File: config.mk
export PLATFORM = sky130hd
export DESIGN_NAME = multi_edge_counter
export DESIGN_NICKNAME = d
export VERILOG_FILES = /design/src/rtl/multi_edge_counter.sv
export SDC_FILE = /design/constraint.sdc
export NUM_CORES = 1
export LEC_CHECK = 0
export BUFFER_PORTS_ARGS = -buffer_cell sky130_fd_sc_hd__buf_4
export CAP_MARGIN = 20
export CORE_MARGIN = 2
export CORE_UTILIZATION = 44
export DETAILED_ROUTE_END_ITERATION = 10
export GPL_ROUTABILITY_DRIVEN = 0
export PLACE_DENSITY = 0.68
export SLEW_MARGIN = 20
export SYNTH_ARGS = -nofsm -noshare
export SYNTH_HDL_FRONTEND = slang
export SYNTH_SLANG_ARGS = --single-unit
File: constraint.sdc
create_clock -name clk -period 2 [get_ports clk]
set_clock_uncertainty 0.1 [all_clocks]
set_input_delay 0.1 -clock clk [delete_from_list [all_inputs] [get_ports clk]]
set_output_delay 0.1 -clock clk [all_outputs]
set_load 0.005 [all_outputs]
File: src/rtl/multi_edge_counter.sv
// Multi-channel edge counter. Each channel synchronises an asynchronous input and
// detects edges in the selected mode. Qualified edges count from 1 up to a per-channel rollover value.
module multi_edge_counter #(
  parameter int NUM_CH       = 4,
  parameter int NUM_CNT_BITS = 4,
  parameter int SYNC_STAGES  = 2
) (
  input  logic                           clk,
  input  logic                           n_rst,
  input  logic                           clear,
  input  logic [1:0]                     edge_mode,
  input  logic [NUM_CH-1:0]              count_enable,
  input  logic [NUM_CH-1:0]              in_sig,
  input  logic [NUM_CH*NUM_CNT_BITS-1:0] rollover_val,
  output logic [NUM_CH*NUM_CNT_BITS-1:0] count_out,
  output logic [NUM_CH-1:0]              rollover_flag,
  output logic [NUM_CH-1:0]              rollover_pulse,
  output logic                           any_rollover
);

  localparam int W = NUM_CNT_BITS;

  typedef enum logic [1:0] {
    MODE_RISE = 2'b00,
    MODE_FALL = 2'b01,
    MODE_BOTH = 2'b10,
    MODE_NONE = 2'b11
  } mode_e;

  mode_e w_mode;
  assign w_mode = mode_e'(edge_mode);

  generate
    for (genvar gi = 0; gi < NUM_CH; gi++) begin : g_ch
      logic [SYNC_STAGES-1:0] r_sync;
      logic                   r_prev;
      logic [W-1:0]           r_count;
      logic                   r_pulse;
      logic                   w_last;
      logic                   w_rise;
      logic                   w_fall;
      logic                   w_edge;
      logic [W-1:0]           w_rv;

      assign w_rv   = rollover_val[gi*W +: W];
      assign w_last = r_sync[SYNC_STAGES-1];
      assign w_rise = w_last & ~r_prev;
      assign w_fall = ~w_last & r_prev;

      // Mode is applied combinationally on the history registers, so a mode
      // change alone can never manufacture an edge.
      always_comb begin
        w_edge = 1'b0;
        case (w_mode)
          MODE_RISE: w_edge = w_rise;
          MODE_FALL: w_edge = w_fall;
          MODE_BOTH: w_edge = w_rise | w_fall;
          default:   w_edge = 1'b0;
        endcase
      end

      always_ff @(posedge clk or negedge n_rst) begin
        if (!n_rst) begin
          r_sync <= '0;
          r_prev <= 1'b0;
        end else begin
          r_sync <= {r_sync[SYNC_STAGES-2:0], in_sig[gi]};
          r_prev <= w_last;
        end
      end

      // ">=" rather than "==" so a rollover value lowered below the count wraps on the next edge.
      always_ff @(posedge clk or negedge n_rst) begin
        if (!n_rst) begin
          r_count <= '0;
          r_pulse <= 1'b0;
        end else if (clear || (w_rv == '0)) begin
          r_count <= '0;
          r_pulse <= 1'b0;
        end else if (count_enable[gi] && w_edge) begin
          if (r_count >= w_rv) begin
            r_count <= {{(W-1){1'b0}}, 1'b1};
            r_pulse <= 1'b1;
          end else begin
            r_count <= r_count + 1'b1;
            r_pulse <= 1'b0;
          end
        end else begin
          r_pulse <= 1'b0;
        end
      end

      assign count_out[gi*W +: W] = r_count;
      assign rollover_flag[gi]    = (r_count == w_rv) && (w_rv != '0);
      assign rollover_pulse[gi]   = r_pulse;
    end
  endgenerate

  assign any_rollover = |rollover_pulse;

endmodule
==> results of run 1 <==
state kept, by name, summed over array words and instances (netlist names):
| register | count |
|---|---|
| g_ch.r_count | 16 |
| g_ch.r_prev | 4 |
| g_ch.r_sync | 8 |
| g_ch.r_pulse | 4 |
logic make-up (layout without fill, tap and decap cells):
family	Yosys count	after routing	share of synthesized area, %
flops	32	32	35.44
buf+inv	36	113	7.309
compound gates	48	48	22.81
simple gates	77	77	18.94
fa+ha+maj	28	28	15.50
cells in the mapped netlist (all sizes together):
library cell	n
nor2	22
nand4b	4
ha	28
o2111ai	12
nand4	4
nand3	8
and2	4
a2111oi	4
or3	1
nor4	4
dfrtp	32
or2	5
o41ai	4
inv	30
and3	4
a21oi	3
nand2b	8
nor2b	4
nand2	4
nand3b	4
o211ai	10
a31oi	4
or4	1
o21ai	7
o211a	4
buf	6
worst min-delay path, stage by stage:
cell and delay (ns):
buf_4 0.13, or2_2 0.13, a31oi_1 0.04
power breakdown:
part / internal, W / leakage (nW) / switching (W)
clock: 0.000439 / 0.0645 / 0.000235
combinational: 0.000153 / 1.10 / 0.000157
sequential: 0.000667 / 0.417 / 0.0000106
timing repair:
action / 4_1_cts / 5_1_grt
setup endpoints to repair: 0 / 11
hold buffers: 5 / 0
endpoints found under the hold margin: 36 / 0
buffers inserted: 0 / 3
resized for setup: 0 / 1
per-stage QoR:
step           hold WS, ns  power (W)
2_1_floorplan      -0.2956  0.0008566
3_3_place_gp      -0.03251  0.0009769
3_5_place_dp      -0.03128  0.0009843
4_1_cts            0.03636   0.001670
5_1_grt            0.04208   0.001748
6_report           0.03864   0.001662
per-layer routing:
metal  part of all wire, %  up-vias
li1                      -      969
met1                    46      902
met2                    50       33
met3                   3.0        7
met4                   1.4        0
met5                     0        -
cell type report:
class | count | area [µm²]
clock buffers | 7 | 96.34
clock inverters | 1 | 30.03
fillers | 442 | 2046
inverters | 30 | 112.6
multi-input cells | 153 | 1294
flip-flops and latches | 32 | 800.8
well taps | 70 | 87.58
repair buffers | 75 | 575.6
how the worst min path moves through the flow:
| stage | startpoint | end |
|---|---|---|
| floorplan | n_rst | g_ch[0].r_count[0] |
| global placement | n_rst | g_ch[0].r_sync[0] |
| detailed placement | n_rst | g_ch[0].r_count[3] |
| CTS | clear | g_ch[2].r_count[2] |
| global route | clear | g_ch[2].r_count[2] |
| finish | clear | g_ch[1].r_count[2] |
placed cells by master, fill, tap and decap left out, drive strengths merged, types with 7 or more instances in the layout:
master / n
buf: 70
dfrtp: 32
inv: 30
ha: 28
nor2: 22
o2111ai: 12
o211ai: 10
nand2b: 8
nand3: 8
clkbuf: 7
o21ai: 7
==> impl_metrics.tcl, run 1 <==
set metrics [dict create \
    status "finished clean" \
    numCtsBuffers 5 \
    maxCapViolations 0 \
    wirelength_um 4832 \
    clockBufferDepth 2 \
    overflow 0 \
    leakage_nw 1.583 \
    slew_viol_final 0 \
    grt_pass1_vias 1799 \
    reg2reg_depth 7 \
    die-area_um2 5725 \
    post-route-period-util_pct 94.16 \
    yosysTopAreaCell "dfrtp_1" \
    area_delta_synth_final_pct 32.61 \
    crit_cells 7 \
    clk_pin_slew_worst_paths_ns 0.07 \
    grt_pass1_wl_um 7962 \
    synth_top_area_share_pct 35.44 \
    drt_iter0_drc 51 \
    hpwl_um 3705 \
    start_kind "flip-flop" \
    pwr_density_cell_nw_per_um2 554.6 \
    pre_cts_ws_ns 0.09085 \
    cts.sinks 32 \
    drc 0 \
    path_cells "inv_1 > ha_1 > and2_1 > o41ai_4 > buf_4 > o211ai_1 > o211a_1" \
    yosysUniqueCellTypes 29 \
    antenna_left 0 \
    cts_root_buf "clkbuf_8" \
    setup_tns_ns 0 \
    required_ns 2.07 \
    relSlewSlack_pct 61.32 \
    met2_usage_pct 30.05 \
    r2r_slack_ns 0.12 \
    reg2reg_to "g_ch[0].r_count[0]" \
    crit_path_end_kind "flip-flop" \
    dp_cells 352 \
    crit_type "flip-flop to flip-flop" \
    setup_viol 0 \
    fin_nets 354 \
    drive_above_1_share_pct 30.54 \
    design_area_um2 2997 \
    htree_levels 2 \
    crit_path_max_incr_delay_ns 0.37 \
    dieHeight_um 75.67 \
    ys_ff_latch 32 \
    rsz0062_at_grt "no" \
    synth_area_um2 2260 \
    hold_viol 0 \
    syn_inst 221 \
    tightest_slew_ns 0.5780 \
    portBuffers 53 \
    hold_depth 3 \
    drt_pass1_iterations 4 \
    post_dp_cell_area_um2 2798 \
    syn-num-nets 278 \
    n_antenna_cell 0 \
    via_per_inst 5.193 \
    finalNonFillerCells 368 \
    grt.busiest_layer "met2" \
    startpoint "g_ch[0].r_sync[1]" \
    design.core.area_um2 5042 \
    critPathCapture "g_ch[0].r_count[0]" \
    cts_tree "built" \
    grtUsageMet1_pct 24.41 \
    path_max_fanout 9 \
    worst_slack_ns 0.1169 \
    crit_slowest_cell "dfrtp_1" \
    vias 1911 \
    yosysWarnings 0 \
    fmax_ghz 0.5310 \
    rr_startpoint "g_ch[0].r_sync[1]" \
    antenna_found_initial 0 \
    gr-usage-met3_pct 3.836 \
    peakVddDrop_uv 342.5 \
    hold_path.class "input pin to flip-flop" \
    grt_max_degree 33 \
    path_buf_inv 2 \
    clk_latency_ns 0.28 \
    initial_core_util_pct 44.81 \
    synth.avg_cell_area_um2 10.22 \
    period_needed_ns 1.883 \
    die_x_um 75.67 \
    io_pins 54 \
    wl_per_cell_um 13.13 \
    grt_usage_pct 18.51 \
    final_core_util_pct 59.43 \
    rows 26 \
    yosysSeqAreaShare_pct 35.44 \
    crit_arrival_ns 1.96 \
    synthTopCellsByArea "dfrtp_1 35%, ha_1 16%, inv_1 5.0%" \
    crit_family "compound AO/OA/AOI/OAI gates" \
]
No activity file was read; power rests on OpenSTA's default activity.
==> inputs of run 2 (changes only) <==
--- a/config.mk
+++ b/config.mk
@@ -11,6 +11,7 @@
 export CORE_UTILIZATION = 44
 export DETAILED_ROUTE_END_ITERATION = 10
 export GPL_ROUTABILITY_DRIVEN = 0
+export HOLD_SLACK_MARGIN = 0.1
 export PLACE_DENSITY = 0.68
 export SLEW_MARGIN = 20
 export SYNTH_ARGS = -nofsm -noshare
==> run 2 against run 1 <==
- final cell count increased by 0.27%
- hold slack better by 0.15 ns
- register-to-register slack hardly changed
- critical path depth stayed put
- sequential share of layout area fell by 0.089 points
- first-iteration DRC count unchanged
- critical endpoint unchanged
- largest power group unchanged
==> impl_metrics.tcl, run 2 (synthesis results as in run 1) <==
set metrics [dict create \
    cts_tree "built" \
    clockBufferDepth 2 \
    antenna_left 0 \
    pwr_density_cell_nw_per_um2 553.8 \
    wirelength_um 4859 \
    multi_input_area_um2 1294 \
    crit_type "flip-flop to flip-flop" \
    largest_reg_flops 16 \
    start_kind "flip-flop" \
    clk_pin_slew_worst_paths_ns 0.07 \
    fin_nets 355 \
    peakVddDrop_uv 342.5 \
    path_max_fanout 9 \
    regMostFlops "g_ch.r_count" \
    initial_core_util_pct 44.81 \
    overflow 0 \
    post-route-period-util_pct 93.84 \
    rows 26 \
    holdWs_ns 0.1872 \
    slew_viol_final 0 \
    hpwl_um 3705 \
    fmax_ghz 0.5328 \
    required_ns 2.07 \
    crit_path_end_kind "flip-flop" \
    portBuffers 53 \
    hold_viol 0 \
    mostFrequentLayoutCells "70 x buf_4, 32 x dfrtp_1, 30 x inv_1, 28 x ha_1, 20 x nor2_1" \
    dieHeight_um 75.67 \
    antenna_found_initial 0 \
    cts_root_buf "clkbuf_8" \
    die_x_um 75.67 \
    grt_max_degree 33 \
    wl_per_cell_um 13.17 \
    grt_pass1_vias 1805 \
    drive_above_1_share_pct 30.43 \
    n_antenna_cell 0 \
    grt_usage_pct 18.57 \
    hold_path.class "input pin to asynchronous set/reset pin" \
    reg_top3 "g_ch.r_count: 16 flops, g_ch.r_sync: 8 flops" \
    area_delta_synth_final_pct 33.06 \
    die-area_um2 5725 \
    relSlewSlack_pct 61.22 \
    maxCapViolations 0 \
    drc 0 \
    grt_pass1_wl_um 7983 \
    setup_tns_ns 0 \
    mostFrequentLayoutCell "buf_4" \
    fillers 441 \
    htree_levels 2 \
    rsz0062_at_grt "no" \
    via_per_inst 5.176 \
    tightest_slew_ns 0.5795 \
    io_pins 54 \
    crit_arrival_ns 1.95 \
    seq_area_um2 800.8 \
    status "finished clean" \
    drt_iter0_drc 51 \
    vias 1910 \
    cts.sinks 32 \
    numCtsBuffers 5 \
    clk_latency_ns 0.28 \
    leakage_nw 1.587 \
    setup_viol 0 \
    drt_pass1_iterations 4 \
    design.core.area_um2 5042 \
    period_needed_ns 1.877 \
]
-- run 2: changes by cell type in the layout (fill, tap and decap cells not counted) --
cell,change
dlygate4sd3_1,+1
-- run 2: layout make-up --
class / count / share of cell area, %
clock buffer: 7 / 3.204
clock inverter: 1 / 0.9988
inverter: 30 / 3.745
multi-input combinational: 153 / 43.03
sequential: 32 / 26.63
tap: 70 / 2.913
timing repair buffer: 76 / 19.48
-- run 2: through the flow --
step	worst slack, ns	cell area (µm²)	util, %	instances	total power (W)
4_1_cts	0.08319	2984	59.18	366	0.001672
3_3_place_gp	0.1266	2798	55.48	352	0.0009769
6_report	0.1231	3007	59.63	369	0.001665
2_1_floorplan	0.1236	2260	-	221	0.0008566
5_1_grt	0.003076	3007	59.63	369	0.001750
3_5_place_dp	0.09085	2798	55.48	352	0.0009843
-- run 2: what timing repair did --
action | 4_1_cts | 5_1_grt
setup buffers | 0 | 3
setup endpoints to repair | 0 | 11
endpoints found under the hold margin | 42 | 0
hold buffers | 6 | 0
gates resized for setup | 0 | 1
-- run 2: path summary, 6_finish.rpt --
check | from | endpoint | slack, ns | cells after the start
max | g_ch[0].r_sync[1] | g_ch[0].r_count[0] | 0.12 | 7
max in group asynchronous | n_rst | g_ch[2].r_count[0] | 1.31 | 2
max reg2reg | g_ch[0].r_sync[1] | g_ch[0].r_count[0] | 0.12 | 7
min in group clk | g_ch[3].r_sync[0] | g_ch[3].r_sync[1] | 0.25 | 0
min | n_rst | g_ch[0].r_sync[1] | 0.19 | 2
min reg2reg | g_ch[3].r_sync[0] | g_ch[3].r_sync[1] | 0.25 | 0
-- run 2: critical path: stages, from the launching register on --
cell      delay, ns
dfrtp_1        0.37
inv_1          0.05
ha_1           0.28
and2_1         0.18
o41ai_4        0.32
buf_4          0.21
o211ai_1       0.10
o211a_1        0.14
-- run 2: layer usage --
layer  global-route usage [%]  up-vias  wire [µm]
met5                        0        -          0
met4                    7.018        0         67
met3                    3.836        7        136
met2                    30.24       29       2418
met1                    24.41      903       2237
li1                         -      971          -
-- run 2: where the power goes --
group	switching, W	internal [W]	leakage [nW]
Combinational	0.000157	0.000154	1.11
Clock	0.000237	0.000439	0.0645
Sequential	0.0000106	0.000667	0.417
==> inputs of run 3 (changes only) <==
--- a/config.mk
+++ b/config.mk
@@ -5,6 +5,7 @@
 export SDC_FILE = /design/constraint.sdc
 export NUM_CORES = 1
 export LEC_CHECK = 0
+export ABC_AREA = 1
 export BUFFER_PORTS_ARGS = -buffer_cell sky130_fd_sc_hd__buf_4
 export CAP_MARGIN = 20
 export CORE_MARGIN = 2
==> run 3 against run 2 <==
- worst setup slack gained 0.19 ns
- maximum frequency grew 11%
- hold slack lost 0.056 ns
- die area shrank 4.1%
- final cell count grew 7.9%
- largest cell class unchanged
- largest power group unchanged
- highest routed layer unchanged
==> impl_metrics.tcl, run 3 <==
set metrics [dict create \
    status "finished clean" \
    pre_cts_ws_ns 0.4319 \
    cts_setup_buffers 0 \
    yosysUniqueCellTypes 18 \
    start_kind "flip-flop" \
    vias 1849 \
    synth_fa_ha_area_share_pct 16.21 \
    ys_ff_latch 32 \
    path_max_fanout 4 \
    synth_ff_type "dfrtp_1" \
    leakage_nw 1.624 \
    synth_compound_area_share_pct 4.690 \
    totalPowerFinal_w 0.001416 \
    die_x_um 74.08 \
    drt_iter0_drc 92 \
    post_dp_cell_area_um2 2613 \
    hold_viol 0 \
    synth.avg_cell_area_um2 8.154 \
    drt_pass1_iterations 4 \
    synth-edff-count 0 \
    io_pins 54 \
    startpoint "g_ch[1].r_count[3]" \
    period_needed_ns 1.684 \
    synthArstFlopShare_pct 100.0 \
    htree_levels 2 \
    syn-num-nets 322 \
    design.core.area_um2 4723 \
    slew_viol_final 0 \
    yosysWarnings 0 \
    post-route-period-util_pct 84.20 \
    fmax_ghz 0.5938 \
    crit_type "flip-flop to primary output" \
    maxCapViolations 0 \
    fin_nets 387 \
    yosys.area_share.simple_pct 29.94 \
    grt_pass1_vias 1696 \
    wirelength_um 4051 \
    overflow 0 \
    synthMuxAreaShare_pct 0 \
    peakVddDrop_uv 501.1 \
    cts_root_buf "clkbuf_8" \
    synthTopCellsByCount "52 x nand2_1, 42 x inv_1, 40 x nand3_1, 32 x dfrtp_1, 28 x ha_1" \
    regMostFlops "g_ch.r_count" \
    initial_core_util_pct 45.75 \
    design_area_um2 2793 \
    yosysTopAreaCell "dfrtp_1" \
    synth-xor-area-share_pct 3.243 \
    hold_path.class "input pin to flip-flop" \
    drc 0 \
    r2r_slack_ns 0.42 \
    dieHeight_um 74.08 \
    pwr_density_cell_nw_per_um2 506.9 \
    synthTopCellsByArea "dfrtp_1 37%, ha_1 16%, nand3_1 9.3%" \
    worst_slack_ns 0.3161 \
    relSlewSlack_pct 73.28 \
    setup_viol 0 \
    portBuffers 53 \
    synth_most_common_cell "nand2_1" \
    grt_max_degree 33 \
    tightest_slew_ns 0.4008 \
    area_delta_synth_final_pct 29.24 \
    antenna_left 0 \
    synth_area_um2 2161 \
    die-area_um2 5488 \
    reg2reg_depth 7 \
    n_antenna_cell 0 \
    rows 25 \
    reg2reg_to "g_ch[3].r_count[1]" \
    yosysSeqAreaShare_pct 37.06 \
    cts_tree "built" \
    critPathCapture "rollover_flag[1]" \
    drive_above_1_share_pct 23.87 \
    required_ns 1.80 \
    rsz0062_at_grt "no" \
    mostFrequentLayoutCells "53 x buf_4, 52 x nand2_1, 42 x inv_1, 40 x nand3_1, 32 x dfrtp_1" \
    numCtsBuffers 5 \
    mostFrequentLayoutCell "buf_4" \
    synth_top_area_share_pct 37.06 \
    rr_startpoint "g_ch[3].r_count[0]" \
    clockBufferDepth 2 \
    synth_top_family_by_area "simple AND/OR/NAND/NOR gates" \
    via_per_inst 4.646 \
    hpwl_um 3250 \
    largest_reg_flops 16 \
    wl_per_cell_um 10.18 \
    antenna_found_initial 0 \
    clk_latency_ns 0.28 \
    grt_pass1_wl_um 6893 \
    grt_usage_pct 16.21 \
    cts.sinks 32 \
    clk_pin_slew_worst_paths_ns 0.06 \
    crit_arrival_ns 1.48 \
    setup_tns_ns 0 \
    reg_top3 "g_ch.r_count: 16 flops, g_ch.r_sync: 8 flops" \
    crit_path_end_kind "primary output" \
    syn_inst 265 \
]
==> run 3: critical path, cell delays in order, from the launching register on <==
cell and delay, ns:
dfrtp_1 0.42, ha_1 0.31, nand2_1 0.08, nor2_1 0.18
nand2_1 0.07, inv_1 0.05, buf_4 0.10
==> run 3: power breakdown <==
group | switching [W] | internal, W
clock | 0.000221 | 0.000280
combinational | 0.000121 | 0.000111
sequential | 0.0000163 | 0.000666
==> run 3: what timing repair did <==
item / CTS / global route
hold endpoints to repair: 56 / 0
hold buffers: 9 / 0
resized for setup: 0 / 0
==> run 3: per-stage QoR <==
| step | util [%] | hold slack, ns | instances |
|---|---|---|---|
| finish | 59.13 | 0.1308 | 398 |
| floorplan | - | -0.2956 | 265 |
| global placement | 55.31 | -0.03680 | 381 |
| detailed placement | 55.31 | -0.03562 | 381 |
| global route | 59.13 | 0.1473 | 398 |
| CTS | 59.13 | 0.1283 | 398 |
==> run 3: cell families after synthesis <==
group | after synthesis
flops | 32
compound gates | 16
simple gates | 134
xor+xnor | 8
buf+inv | 47
fa+ha+maj | 28
==> run 3: worst min path at each step <==
stage / start / to / slack, ns / depth (start not counted)
5_1_grt: clear / g_ch[0].r_count[3] / 0.15 / 6
3_5_place_dp: n_rst / g_ch[3].r_count[0] / -0.04 / 1
4_1_cts: clear / g_ch[0].r_count[0] / 0.13 / 6
2_1_floorplan: n_rst / g_ch[0].r_count[0] / -0.30 / 0
3_3_place_gp: n_rst / g_ch[3].r_count[0] / -0.04 / 1
6_report: clear / g_ch[0].r_count[3] / 0.13 / 6
==> run 3: metal layers <==
metal	up-vias	part of all wire (%)	track usage, %
li1	975	-	-
met1	824	48	20.80
met2	43	46	27.38
met3	7	4.6	3.252
met4	0	1.4	5.455
met5	-	0	0
==> run 3: final cells by class <==
cell class,count,area (µm²)
Fill cell,451,1931
Timing Repair Buffer,62,488.0
Clock buffer,8,90.09
Multi-Input combinational cell,186,1169
Sequential cell,32,800.8
Tap cell,67,83.83
Inverter,43,161.4
